### src/rtl/operand_loader_if.sv
// Downstream operand-pair channel: the two operands plus the valid/ready handshake.
interface operand_loader_if #(
  parameter int WIDTH = 8
);
  logic [WIDTH-1:0] a;
  logic [WIDTH-1:0] b;
  logic             valid;
  logic             ready;

  modport master (output a, output b, output valid, input ready);
  modport slave  (input a, input b, input valid, output ready);
endinterface

### src/rtl/operand_loader.sv
// Operand loader: captures A then B from the pin bus on synchronized load
// strobes and offers the pair downstream with a registered valid/ready handshake.
module operand_loader #(
  parameter int WIDTH       = 8,
  parameter int SYNC_STAGES = 2
) (
  input  logic                clk,
  input  logic                rst_n,
  input  logic                ena,
  input  logic [WIDTH-1:0]    din,
  input  logic                load,
  input  logic                clr,
  operand_loader_if.master    bus,
  output logic                overrun,
  output logic [1:0]          state,
  output logic [7:0]          pair_cnt
);

  typedef enum logic [1:0] {
    WAIT_A = 2'd0,
    WAIT_B = 2'd1,
    ISSUE  = 2'd2
  } state_t;

  logic [SYNC_STAGES-1:0] sync_r;
  logic                   edge_r;
  logic                   load_evt_s;

  state_t           state_r, state_s;
  logic [WIDTH-1:0] a_r, a_s;
  logic [WIDTH-1:0] b_r, b_s;
  logic             valid_r, valid_s;
  logic             overrun_r, overrun_s;
  logic [7:0]       cnt_r, cnt_s;

  // Strobe synchronizer and edge-detect history; keeps running while disabled.
  always_ff @(posedge clk or negedge rst_n) begin
    if (!rst_n) begin
      sync_r <= '0;
      edge_r <= 1'b0;
    end else begin
      sync_r <= {sync_r[SYNC_STAGES-2:0], load};
      edge_r <= sync_r[SYNC_STAGES-1];
    end
  end

  assign load_evt_s = sync_r[SYNC_STAGES-1] & ~edge_r;

  // Next-state and next-output logic; clr outranks ena and every FSM action.
  always_comb begin
    state_s   = state_r;
    a_s       = a_r;
    b_s       = b_r;
    valid_s   = valid_r;
    overrun_s = overrun_r;
    cnt_s     = cnt_r;
    if (clr) begin
      state_s   = WAIT_A;
      valid_s   = 1'b0;
      overrun_s = 1'b0;
    end else if (ena) begin
      case (state_r)
        WAIT_A: begin
          if (load_evt_s) begin
            a_s     = din;
            state_s = WAIT_B;
          end else begin
            state_s = WAIT_A;
          end
        end
        WAIT_B: begin
          if (load_evt_s) begin
            b_s     = din;
            valid_s = 1'b1;
            state_s = ISSUE;
          end else begin
            state_s = WAIT_B;
          end
        end
        ISSUE: begin
          // A strobe here is dropped but remembered, even if the handshake completes.
          if (load_evt_s) begin
            overrun_s = 1'b1;
          end else begin
            overrun_s = overrun_r;
          end
          if (valid_r && bus.ready) begin
            cnt_s   = cnt_r + 8'd1;
            valid_s = 1'b0;
            state_s = WAIT_A;
          end else begin
            valid_s = 1'b1;
            state_s = ISSUE;
          end
        end
        default: begin
          state_s = WAIT_A;
          valid_s = 1'b0;
        end
      endcase
    end else begin
      state_s = state_r;
    end
  end

  // State and output registers.
  always_ff @(posedge clk or negedge rst_n) begin
    if (!rst_n) begin
      state_r   <= WAIT_A;
      a_r       <= '0;
      b_r       <= '0;
      valid_r   <= 1'b0;
      overrun_r <= 1'b0;
      cnt_r     <= 8'd0;
    end else begin
      state_r   <= state_s;
      a_r       <= a_s;
      b_r       <= b_s;
      valid_r   <= valid_s;
      overrun_r <= overrun_s;
      cnt_r     <= cnt_s;
    end
  end

  assign bus.a     = a_r;
  assign bus.b     = b_r;
  assign bus.valid = valid_r;
  assign overrun   = overrun_r;
  assign state     = state_r;
  assign pair_cnt  = cnt_r;

endmodule

### src/flat_wrapper.sv
// flat-port wrapper written by rule: the top's interface ports become plain ports
module operand_loader_flat 
#(
  parameter int WIDTH       = 8,
  parameter int SYNC_STAGES = 2
)
  (clk, rst_n, ena, din, load, clr, overrun, state, pair_cnt, bus_a, bus_b, bus_valid, bus_ready);
  operand_loader_if #(.WIDTH(WIDTH)) bus_i ();
  input  logic clk;
  input  logic rst_n;
  input  logic ena;
  input  logic [WIDTH-1:0] din;
  input  logic load;
  input  logic clr;
  output logic overrun;
  output logic [1:0] state;
  output logic [7:0] pair_cnt;
  output wire logic [$bits(bus_i.a)-1:0] bus_a;
  output wire logic [$bits(bus_i.b)-1:0] bus_b;
  output wire logic [$bits(bus_i.valid)-1:0] bus_valid;
  input wire logic [$bits(bus_i.ready)-1:0] bus_ready;
  assign bus_a = bus_i.a;
  assign bus_b = bus_i.b;
  assign bus_valid = bus_i.valid;
  assign bus_i.ready = bus_ready;
  operand_loader #(.WIDTH(WIDTH), .SYNC_STAGES(SYNC_STAGES)) u_core (.clk(clk), .rst_n(rst_n), .ena(ena), .din(din), .load(load), .clr(clr), .bus(bus_i), .overrun(overrun), .state(state), .pair_cnt(pair_cnt));
endmodule
### config.mk
export PLATFORM = sky130hd
export DESIGN_NAME = operand_loader_flat
export DESIGN_NICKNAME = d
export VERILOG_FILES = /design/src/rtl/operand_loader_if.sv /design/src/rtl/operand_loader.sv /design/src/flat_wrapper.sv
export SDC_FILE = /design/constraint.sdc
export NUM_CORES = 1
export LEC_CHECK = 0
export ABC_AREA = 1
export BUFFER_PORTS_ARGS = -buffer_cell sky130_fd_sc_hd__buf_4
export CORE_ASPECT_RATIO = 1.2
export CORE_MARGIN = 1.5
export CORE_UTILIZATION = 45
export DETAILED_ROUTE_END_ITERATION = 7
export PLACE_DENSITY = 0.8
export SKIP_CTS_REPAIR_TIMING = 1
export SYNTH_ARGS = -nofsm -noshare
export SYNTH_HDL_FRONTEND = slang
export SYNTH_SLANG_ARGS = --single-unit
### constraint.sdc
create_clock -name clk -period 1.4 [get_ports clk]
set_input_delay 0.07 -clock clk [delete_from_list [all_inputs] [get_ports clk]]
set_output_delay 0.07 -clock clk [all_outputs]
set_load 0.005 [all_outputs]
After elaboration in Yosys (flattened, before gate mapping)
Cells that the tools add are included.
{"block": "totals", "regBits": 31}
{"block": "op_classes", "n_eq_ne": 4, "n_addsub": 1, "reduce_logical": 10, "mux": 14, "bitwise_logic": 3}
{"cell": "4-bit AND reduction", "count": 3}
{"cell": "8-bit by 1-bit adder with 8-bit output (second input constant)", "count": 1}
{"cell": "1-bit two-way mux", "count": 8}
{"cell": "2-bit two-way mux", "count": 4}
{"cell": "2-bit one-hot mux with 3 select lines", "count": 1}
{"cell": "3-bit AND reduction", "count": 2}
{"cell": "2-bit nonzero test", "count": 3}
{"cell": "3-bit by 2-bit inequality test with 1-bit output (second input constant)", "count": 1}
{"cell": "1-bit one-hot mux with 3 select lines", "count": 1}
{"cell": "2-bit by 1-bit == test with 1-bit output (second input constant)", "count": 1}
{"cell": "2-bit == test (second input constant)", "count": 1}
{"cell": "2-bit logical NOT", "count": 1}
{"cell": "2-bit inequality test (second input constant)", "count": 1}
{"cell": "1-bit NOT", "count": 2}
{"cell": "1-bit AND", "count": 1}
{"cell": "1-bit logical AND", "count": 1}

Depth between registers and ports, before layout
Gate-level depths: netlist (run 1).
{"block": "logic_depth", "depth_word": 6, "mapped_depth": 8, "mapped_depth_nobuf": 8}

Worst setup path before layout (run 1)
No wires, ideal clock.
{"block": "synth_timing", "kind": "reg-to-reg", "start": "reg u_core.state_r[0] (netlist: u_core.state[0])", "end": "reg u_core.a_r[5] (netlist: u_core.bus.a[5])", "period_less_slack_ns": 1.425, "path_buffers": 1, "arrival_time_ns": 1.352, "required_ns": 1.327, "setup_ns": 0.073, "path_slack_ns": -0.025, "stages_incl_launch_ff": 8, "cell_sequence": "dfrtp_1 > inv_1 > ha_1 > nand2_4 > nor3_4 > buf_6 > nor2_1 > a21oi_2"}
{"block": "synth_between", "elab_chain_cells": 2}
{"element": "start, declared", "line_no": "operand_loader.sv:29", "source": "state_t state_r, state_s;"}
{"element": "start signal, assigned", "line_no": "operand_loader.sv:116", "source": "state_r <= state_s;"}
{"element": "2-bit logical NOT", "line_no": "operand_loader.sv:62", "source": "case (state_r)"}
{"element": "4-bit AND reduction (no line)"}
{"element": "end signal, assigned", "line_no": "operand_loader.sv:117", "source": "a_r <= a_s;"}
{"element": "end, declared", "line_no": "operand_loader.sv:30", "source": "logic [WIDTH-1:0] a_r, a_s;"}
No other way between the ends.
A chain may end at the register's enable or synchronous reset.

Worst setup path in the final report (run 1)
{"block": "layout_timing", "start": "reg u_core.state_r[0] (netlist: u_core.state[0])", "end": "reg u_core.cnt_r[6] (netlist: u_core.pair_cnt[6])"}
{"block": "layout_between", "elab_chain_cells": 2}
{"element": "2-bit == test", "line_no": "operand_loader.sv:62"}
{"element": "4-bit AND reduction (no line)"}
{"element": "end signal, assigned", "line_no": "operand_loader.sv:121", "source": "cnt_r <= cnt_s;"}
{"element": "end, declared", "line_no": "operand_loader.sv:34", "source": "logic [7:0] cnt_r, cnt_s;"}
No other way between the ends.

==> impl_metrics.toml, run 1 <==
[logic_synthesis]
synth_largest_area_cell = "sky130_fd_sc_hd__dfrtp_1"
adder_cell_share_of_the_synthesized_area_pct = 5.25
largest_family_of_logic_cells_by_synthesized_area = "simple AND/OR/NAND/NOR gates"
synth_mux_area_share_pct = 0
synth_top_area_share_pct = 54.3
synth-compound-area-share_pct = 10.2
ys_seq_elements = 31
post_synth_xor_area_fraction_pct = 3.06
synth_top_cells_by_area = "sky130_fd_sc_hd__dfrtp_1, sky130_fd_sc_hd__nand2_1, sky130_fd_sc_hd__inv_1"
yosys.cell_types.count = 20
post-synth-top-count-cell = "sky130_fd_sc_hd__nand2_1"
synth-simple-area-share_pct = 19.5
yosys-top-cells-count = "sky130_fd_sc_hd__nand2_1, sky130_fd_sc_hd__dfrtp_1, sky130_fd_sc_hd__inv_1, sky130_fd_sc_hd__nor2_1, sky130_fd_sc_hd__o21ai_0"
synthesized_net_count = 174
yosysSeqAreaShare_pct = 54.3
synthesis.area_per_instance_um2 = 9.28
netlist_area_um2 = 1430
count_of_flip_flops_with_a_built_in_enable_after_synthesis = 0
synth-main-ff-cell = "sky130_fd_sc_hd__dfrtp_1"
post_synth_inst_count = 154
synth-warning-count = 0
synth-async-reset-ratio_pct = 100

[global_route]
via_count_of_the_first_global_routing_pass = 1022
met3_demand_to_capacity_share_in_global_routing_pct = 7.83
grt.total_usage_pct = 17.5
grt_use_met1_pct = 22.0
grt_start_max_net_pins = 32
grt_first_pass_wirelength_mm = 4.43
antenna_found_initial = 0
grt-busiest-layer = "met2"
grt-ovfl-total = 0
met2_usage_pct = 25.9

[sta]
maxClockFrequency_ghz = 0.695
slew_at_the_pin_closest_to_its_max_slew_limit_ns = 0.384
final_hold_viol_count = 0
worst_hold_check_slack_ns = 0.00197
final_period_minus_worst_setup_slack_ns = 1.44
finalClockSkew_ns = 0.00938
rsz_0062_raised_after_global_routing = "true"
timing.setup.tns_ns = -0.129
final-setup-viol-count = 9
drv_slew = 0
fin_ws_ns = -0.0383
finalCritPeriodShare_pct = 103
max-slew-margin-rel_pct = 74.4

[clock_tree]
clock_tree_from_tritoncts = "yes"
cts-buffers-inserted = 5
clk_path_buf_depth = 2
clk_pin_slew_worst_paths_ns = 0.10
clock_latency_on_the_worst_skew_pair_ns = 0.33
cts_htree_levels = 2
root_buffer_selected_by_cts = "sky130_fd_sc_hd__clkbuf_4"
cts.sink_count = 31

[die]
die_height_um = 64.7
initial_standard_cell_utilization_of_the_core_pct = 46.8
pin_count = 42
die-width_um = 54.4
die_area_um2 = 3520
design.core.area_um2 = 3060
placementRows = 22

[finish]
postLayoutCellArea_um2 = 2050
antenna_cells = 0
layout.area.seq_um2 = 777
drive_above_1_share_pct = 33.9
area_delta_synth_final_pct = 43.2
final_core_util_pct = 67.0
fill_cells = 259
finish.cell_count_without_fillers = 254
multiInputGateArea_um2 = 574
design.final.nets = 237

[placed_design]
routabilityCongestion = 0.871
place_worst_setup_slack_ns = 0.0149
placed_cell_area_um2 = 1790
place.detailed.hpwl_mm = 1.92
port-buffer-count = 41
post-place-cells = 230

[worst_setup_path]
slowest_stage = "sky130_fd_sc_hd__dfrtp_1"
critical_path.startpoint_type = "register"
cp_cell_sequence = "inv_2 > ha_1 > nand3_2 > nor2_4 > buf_4 > nand4_1 > nand2_1 > inv_1"
worstSetupEndpointType = "register"
critPathArrivalTime_ns = 1.67
worst-path-max-fanout = 5
timing.setup.critical_path_class = "register to register"
critical_path_required_ns = 1.63
cp_slowest_stage_delay_ns = 0.40

[route]
drt-pass1-iter-count = 4
wire_per_inst_um = 12.5
wl_mm = 3.17
routed-via-count = 1236
drt_iter0_markers = 20
antenna_left = 0
drc_violations_left = 0
post_drt_via_cell_ratio = 4.87

[run_status]
outcome = "finished with violations"
failing_checks = "setup timing"

[power]
peakVddDrop_mv = 0.960
power.leakage_nw = 1.04
design_power_total_mw = 2.12
power_density_nw_per_um2 = 1040

[hold_path]
hold_path_class = "input pin to register"

[run]
max_cap_viol_count = 0
-- report_power, final --
| group | switching [mW] | internal [mW] | total (mW) |
|---|---|---|---|
| combinational | 0.190 | 0.258 | 0.448 |
| clock | 0.295 | 0.295 | 0.590 |
| sequential | 0.0769 | 1.01 | 1.09 |
-- state kept, by name, indices dropped and copies added (netlist names) --
register,count
u_core.edge_r,1
u_core.bus.valid,1
u_core.overrun,1
u_core.state,2
u_core.sync_r,2
u_core.pair_cnt,8
u_core.bus.b,8
u_core.bus.a,8
-- path summary, 6_finish.rpt --
path                            cells past startpoint  slack, ns              from                 end
min in group asynchronous                           2       0.18             rst_n    u_core.bus.valid
worst max register to register                      8      -0.04   u_core.state[0]  u_core.pair_cnt[6]
max in group asynchronous                           2       0.91             rst_n     u_core.state[1]
worst min register to register                      0       0.35  u_core.sync_r[0]    u_core.sync_r[1]
worst max-delay path                                8      -0.04   u_core.state[0]  u_core.pair_cnt[6]
worst min-delay path                                3      0.002            din[5]     u_core.bus.a[5]
-- worst max-delay path: cells and delay by family (launching register included) --
kind | cells | cell delay [ns]
and+or+nand+nor | 4 | 0.44
DFF | 1 | 0.40
buffers and inverters | 3 | 0.29
adders and majority gates | 1 | 0.20
-- area by class of cell --
type	instances	share of cell area (%)
well taps	36	2.20
flip-flops and latches	31	38.0
clock buffers	8	3.36
repair buffers	59	24.3
inverters	22	4.04
multi-input cells	98	28.1
-- kinds of logic (layout without fill, tap and decap cells) --
| logic type | Yosys count | in the layout |
|---|---|---|
| buf+inv | 25 | 89 |
| flops | 31 | 31 |
| fa+ha+maj | 6 | 6 |
| simple gates | 60 | 60 |
| xor+xnor | 5 | 5 |
| compound gates | 27 | 27 |
-- per-layer routing --
layer	vias up	wire length, um
li1	608	-
met1	581	1300
met2	40	1610
met3	7	204
met4	0	46
met5	-	0
-- cell usage in the layout (no fill, tap or decap) --
cell type                        n
sky130_fd_sc_hd__buf_4          47
sky130_fd_sc_hd__nand2_1        35
sky130_fd_sc_hd__dfrtp_1        30
sky130_fd_sc_hd__inv_1          18
sky130_fd_sc_hd__o21ai_0        13
sky130_fd_sc_hd__nor2_1         11
sky130_fd_sc_hd__dlygate4sd3_1  10
sky130_fd_sc_hd__a21oi_1         9
sky130_fd_sc_hd__ha_1            5
sky130_fd_sc_hd__clkbuf_4        5
sky130_fd_sc_hd__inv_2           4
sky130_fd_sc_hd__nand3_1         4
sky130_fd_sc_hd__nor2_2          4
sky130_fd_sc_hd__xnor2_1         3
sky130_fd_sc_hd__a21oi_2         3
sky130_fd_sc_hd__xor2_1          2
sky130_fd_sc_hd__clkbuf_8        2
sky130_fd_sc_hd__nand4_4         1
sky130_fd_sc_hd__o21ai_1         1
sky130_fd_sc_hd__nand3_2         1
sky130_fd_sc_hd__nor2_4          1
sky130_fd_sc_hd__nand2_4         1
sky130_fd_sc_hd__nor3_4          1
sky130_fd_sc_hd__nand4_1         1
sky130_fd_sc_hd__o31ai_1         1
sky130_fd_sc_hd__ha_4            1
sky130_fd_sc_hd__clkbuf_1        1
sky130_fd_sc_hd__clkbuf_16       1
sky130_fd_sc_hd__buf_12          1
sky130_fd_sc_hd__dfrtp_2         1
No activity file was read; power rests on OpenSTA's default activity.
==> inputs of run 2 (changes only) <==
--- a/config.mk
+++ b/config.mk
@@ -7,7 +7,6 @@
 export LEC_CHECK = 0
 export ABC_AREA = 1
 export BUFFER_PORTS_ARGS = -buffer_cell sky130_fd_sc_hd__buf_4
-export CORE_ASPECT_RATIO = 1.2
 export CORE_MARGIN = 1.5
 export CORE_UTILIZATION = 45
 export DETAILED_ROUTE_END_ITERATION = 7
==> constraint.sdc (replaced) <==
create_clock -name clk -period 1.3 [get_ports clk]
set_input_delay 0.065 -clock clk [delete_from_list [all_inputs] [get_ports clk]]
set_output_delay 0.065 -clock clk [all_outputs]
set_load 0.005 [all_outputs]
==> impl_metrics.toml, run 2 (synthesis gave the netlist of run 1 again) <==
[route]
routed-via-count = 1243
drt-pass1-iter-count = 4
drt_iter0_markers = 75
drc_violations_left = 0
post_drt_via_cell_ratio = 4.78
wl_mm = 3.40
wire_per_inst_um = 13.1
antenna_left = 0

[power]
clock_power_share_pct = 27.6
seq_power_share_pct = 50.9
p_int_mw = 1.68
pwr-share-comb_pct = 21.5
design_power_total_mw = 2.29
power_density_nw_per_um2 = 1130
peakVddDrop_mv = 0.769
switching_share_pct = 26.9
power.leakage_nw = 1.03
power_switching_mw = 0.617

[placed_design]
port-buffer-count = 41
routabilityCongestion = 0.872
post-place-cells = 244
place.detailed.hpwl_mm = 2.19

[sta]
maxClockFrequency_ghz = 0.725
max-slew-margin-rel_pct = 73.4
finalClockSkew_ns = 0.0138
drv_slew = 0
final-setup-viol-count = 23
final_period_minus_worst_setup_slack_ns = 1.38
final_hold_viol_count = 2
finalCritPeriodShare_pct = 106
fin_ws_ns = -0.0792
slew_at_the_pin_closest_to_its_max_slew_limit_ns = 0.398
worst_hold_check_slack_ns = -0.0115
rsz_0062_raised_after_global_routing = "true"

[clock_tree]
clk_pin_slew_worst_paths_ns = 0.10
root_buffer_selected_by_cts = "sky130_fd_sc_hd__clkbuf_4"
cts_htree_levels = 2
cts.sink_count = 31
clk_path_buf_depth = 2
clock_tree_from_tritoncts = "yes"
clock_latency_on_the_worst_skew_pair_ns = 0.33
cts-buffers-inserted = 5

[finish]
mostFrequentLayoutCells = "sky130_fd_sc_hd__buf_4, sky130_fd_sc_hd__nand2_1, sky130_fd_sc_hd__dfrtp_1, sky130_fd_sc_hd__inv_1, sky130_fd_sc_hd__o21ai_0"
area_delta_synth_final_pct = 42.5
mostFrequentLayoutCell = "sky130_fd_sc_hd__buf_4"
drive_above_1_share_pct = 34.7
antenna_cells = 0
final_core_util_pct = 67.2
design.final.nets = 235
finish.cell_count_without_fillers = 260

[hold_path]
worstHoldPathCells = 3
hold_path_class = "input pin to register"

[die]
die_area_um2 = 3520
pin_count = 42
design.core.area_um2 = 3030
die_height_um = 59.4
placementRows = 20
initial_standard_cell_utilization_of_the_core_pct = 47.2
die-width_um = 59.4

[worst_setup_path]
worst-path-max-fanout = 5
critical_path_required_ns = 1.55
critPathArrivalTime_ns = 1.63
worstSetupEndpointType = "register"
critical_path.startpoint_type = "register"
worst-r2r-cell-count = 6
timing.setup.critical_path_class = "register to register"

[run_status]
failing_checks = "hold timing, setup timing"
outcome = "finished with violations"

[run]
max_cap_viol_count = 0

[global_route]
via_count_of_the_first_global_routing_pass = 1184
antenna_found_initial = 0
grt_start_max_net_pins = 32
grt-ovfl-total = 0
grt_first_pass_wirelength_mm = 5.00
grt.total_usage_pct = 19.0
[run 2: cell types whose count changed in the layout (fill, tap and decap cells not counted), moves of 2 or more]
cell                            delta
sky130_fd_sc_hd__dlygate4sd3_1     -6
sky130_fd_sc_hd__nor2_2            -2
sky130_fd_sc_hd__buf_4             +3
sky130_fd_sc_hd__nor2_1            +2
[run 2: path summary, 6_finish.rpt]
check	start	to	slack (ns)
max	u_core.state[0]	u_core.pair_cnt[0]	-0.08
min	din[4]	u_core.bus.a[4]	-0.01
max reg2reg	u_core.state[0]	u_core.pair_cnt[0]	-0.08
min reg2reg	u_core.sync_r[0]	u_core.sync_r[1]	0.34
max in group asynchronous	rst_n	u_core.bus.b[0]	0.80
min in group asynchronous	rst_n	u_core.bus.valid	0.19
[run 2: layout make-up]
type,count,area [um^2]
repair buffers,55,435
well taps,44,55.1
inverters,22,82.6
clock buffers,8,68.8
fillers,249,992
flip-flops and latches,31,776
multi-input cells,100,618
[run 2: power by group through the flow]
stage	registers, mW	clock network [mW]	logic, mW
3_3_place_gp	1.18	0	0.447
5_1_grt	1.18	0.687	0.546
3_5_place_dp	1.18	0	0.468
6_report	1.17	0.634	0.493
4_1_cts	1.17	0.655	0.468
2_1_floorplan	1.18	0	0.166
[run 2: critical path: stages (launching register included)]
cell	delay, ns
sky130_fd_sc_hd__dfrtp_1	0.40
sky130_fd_sc_hd__inv_2	0.09
sky130_fd_sc_hd__ha_1	0.24
sky130_fd_sc_hd__nand3_4	0.13
sky130_fd_sc_hd__nor2_4	0.17
sky130_fd_sc_hd__buf_4	0.14
sky130_fd_sc_hd__xor2_1	0.13
[run 2: per-stage QoR]
step / cell area [um^2] / worst slack [ns] / TNS (ns)
2_1_floorplan: 1450 / -0.0597 / -0.438
3_3_place_gp: 1850 / -0.0138 / -0.0292
3_5_place_dp: 1850 / -0.0731 / -0.688
4_1_cts: 1920 / -0.0904 / -1.32
5_1_grt: 2040 / -0.172 / -3.18
6_report: 2040 / -0.0792 / -0.888
[run 2: routing by layer]
metal / global-route usage, % / vias up / routed length, um
li1: - / 613 / -
met1: 21.4 / 581 / 1410
met2: 33.3 / 43 / 1740
met3: 7.42 / 6 / 207
met4: 5.19 / 0 / 40
met5: 0 / - / 0
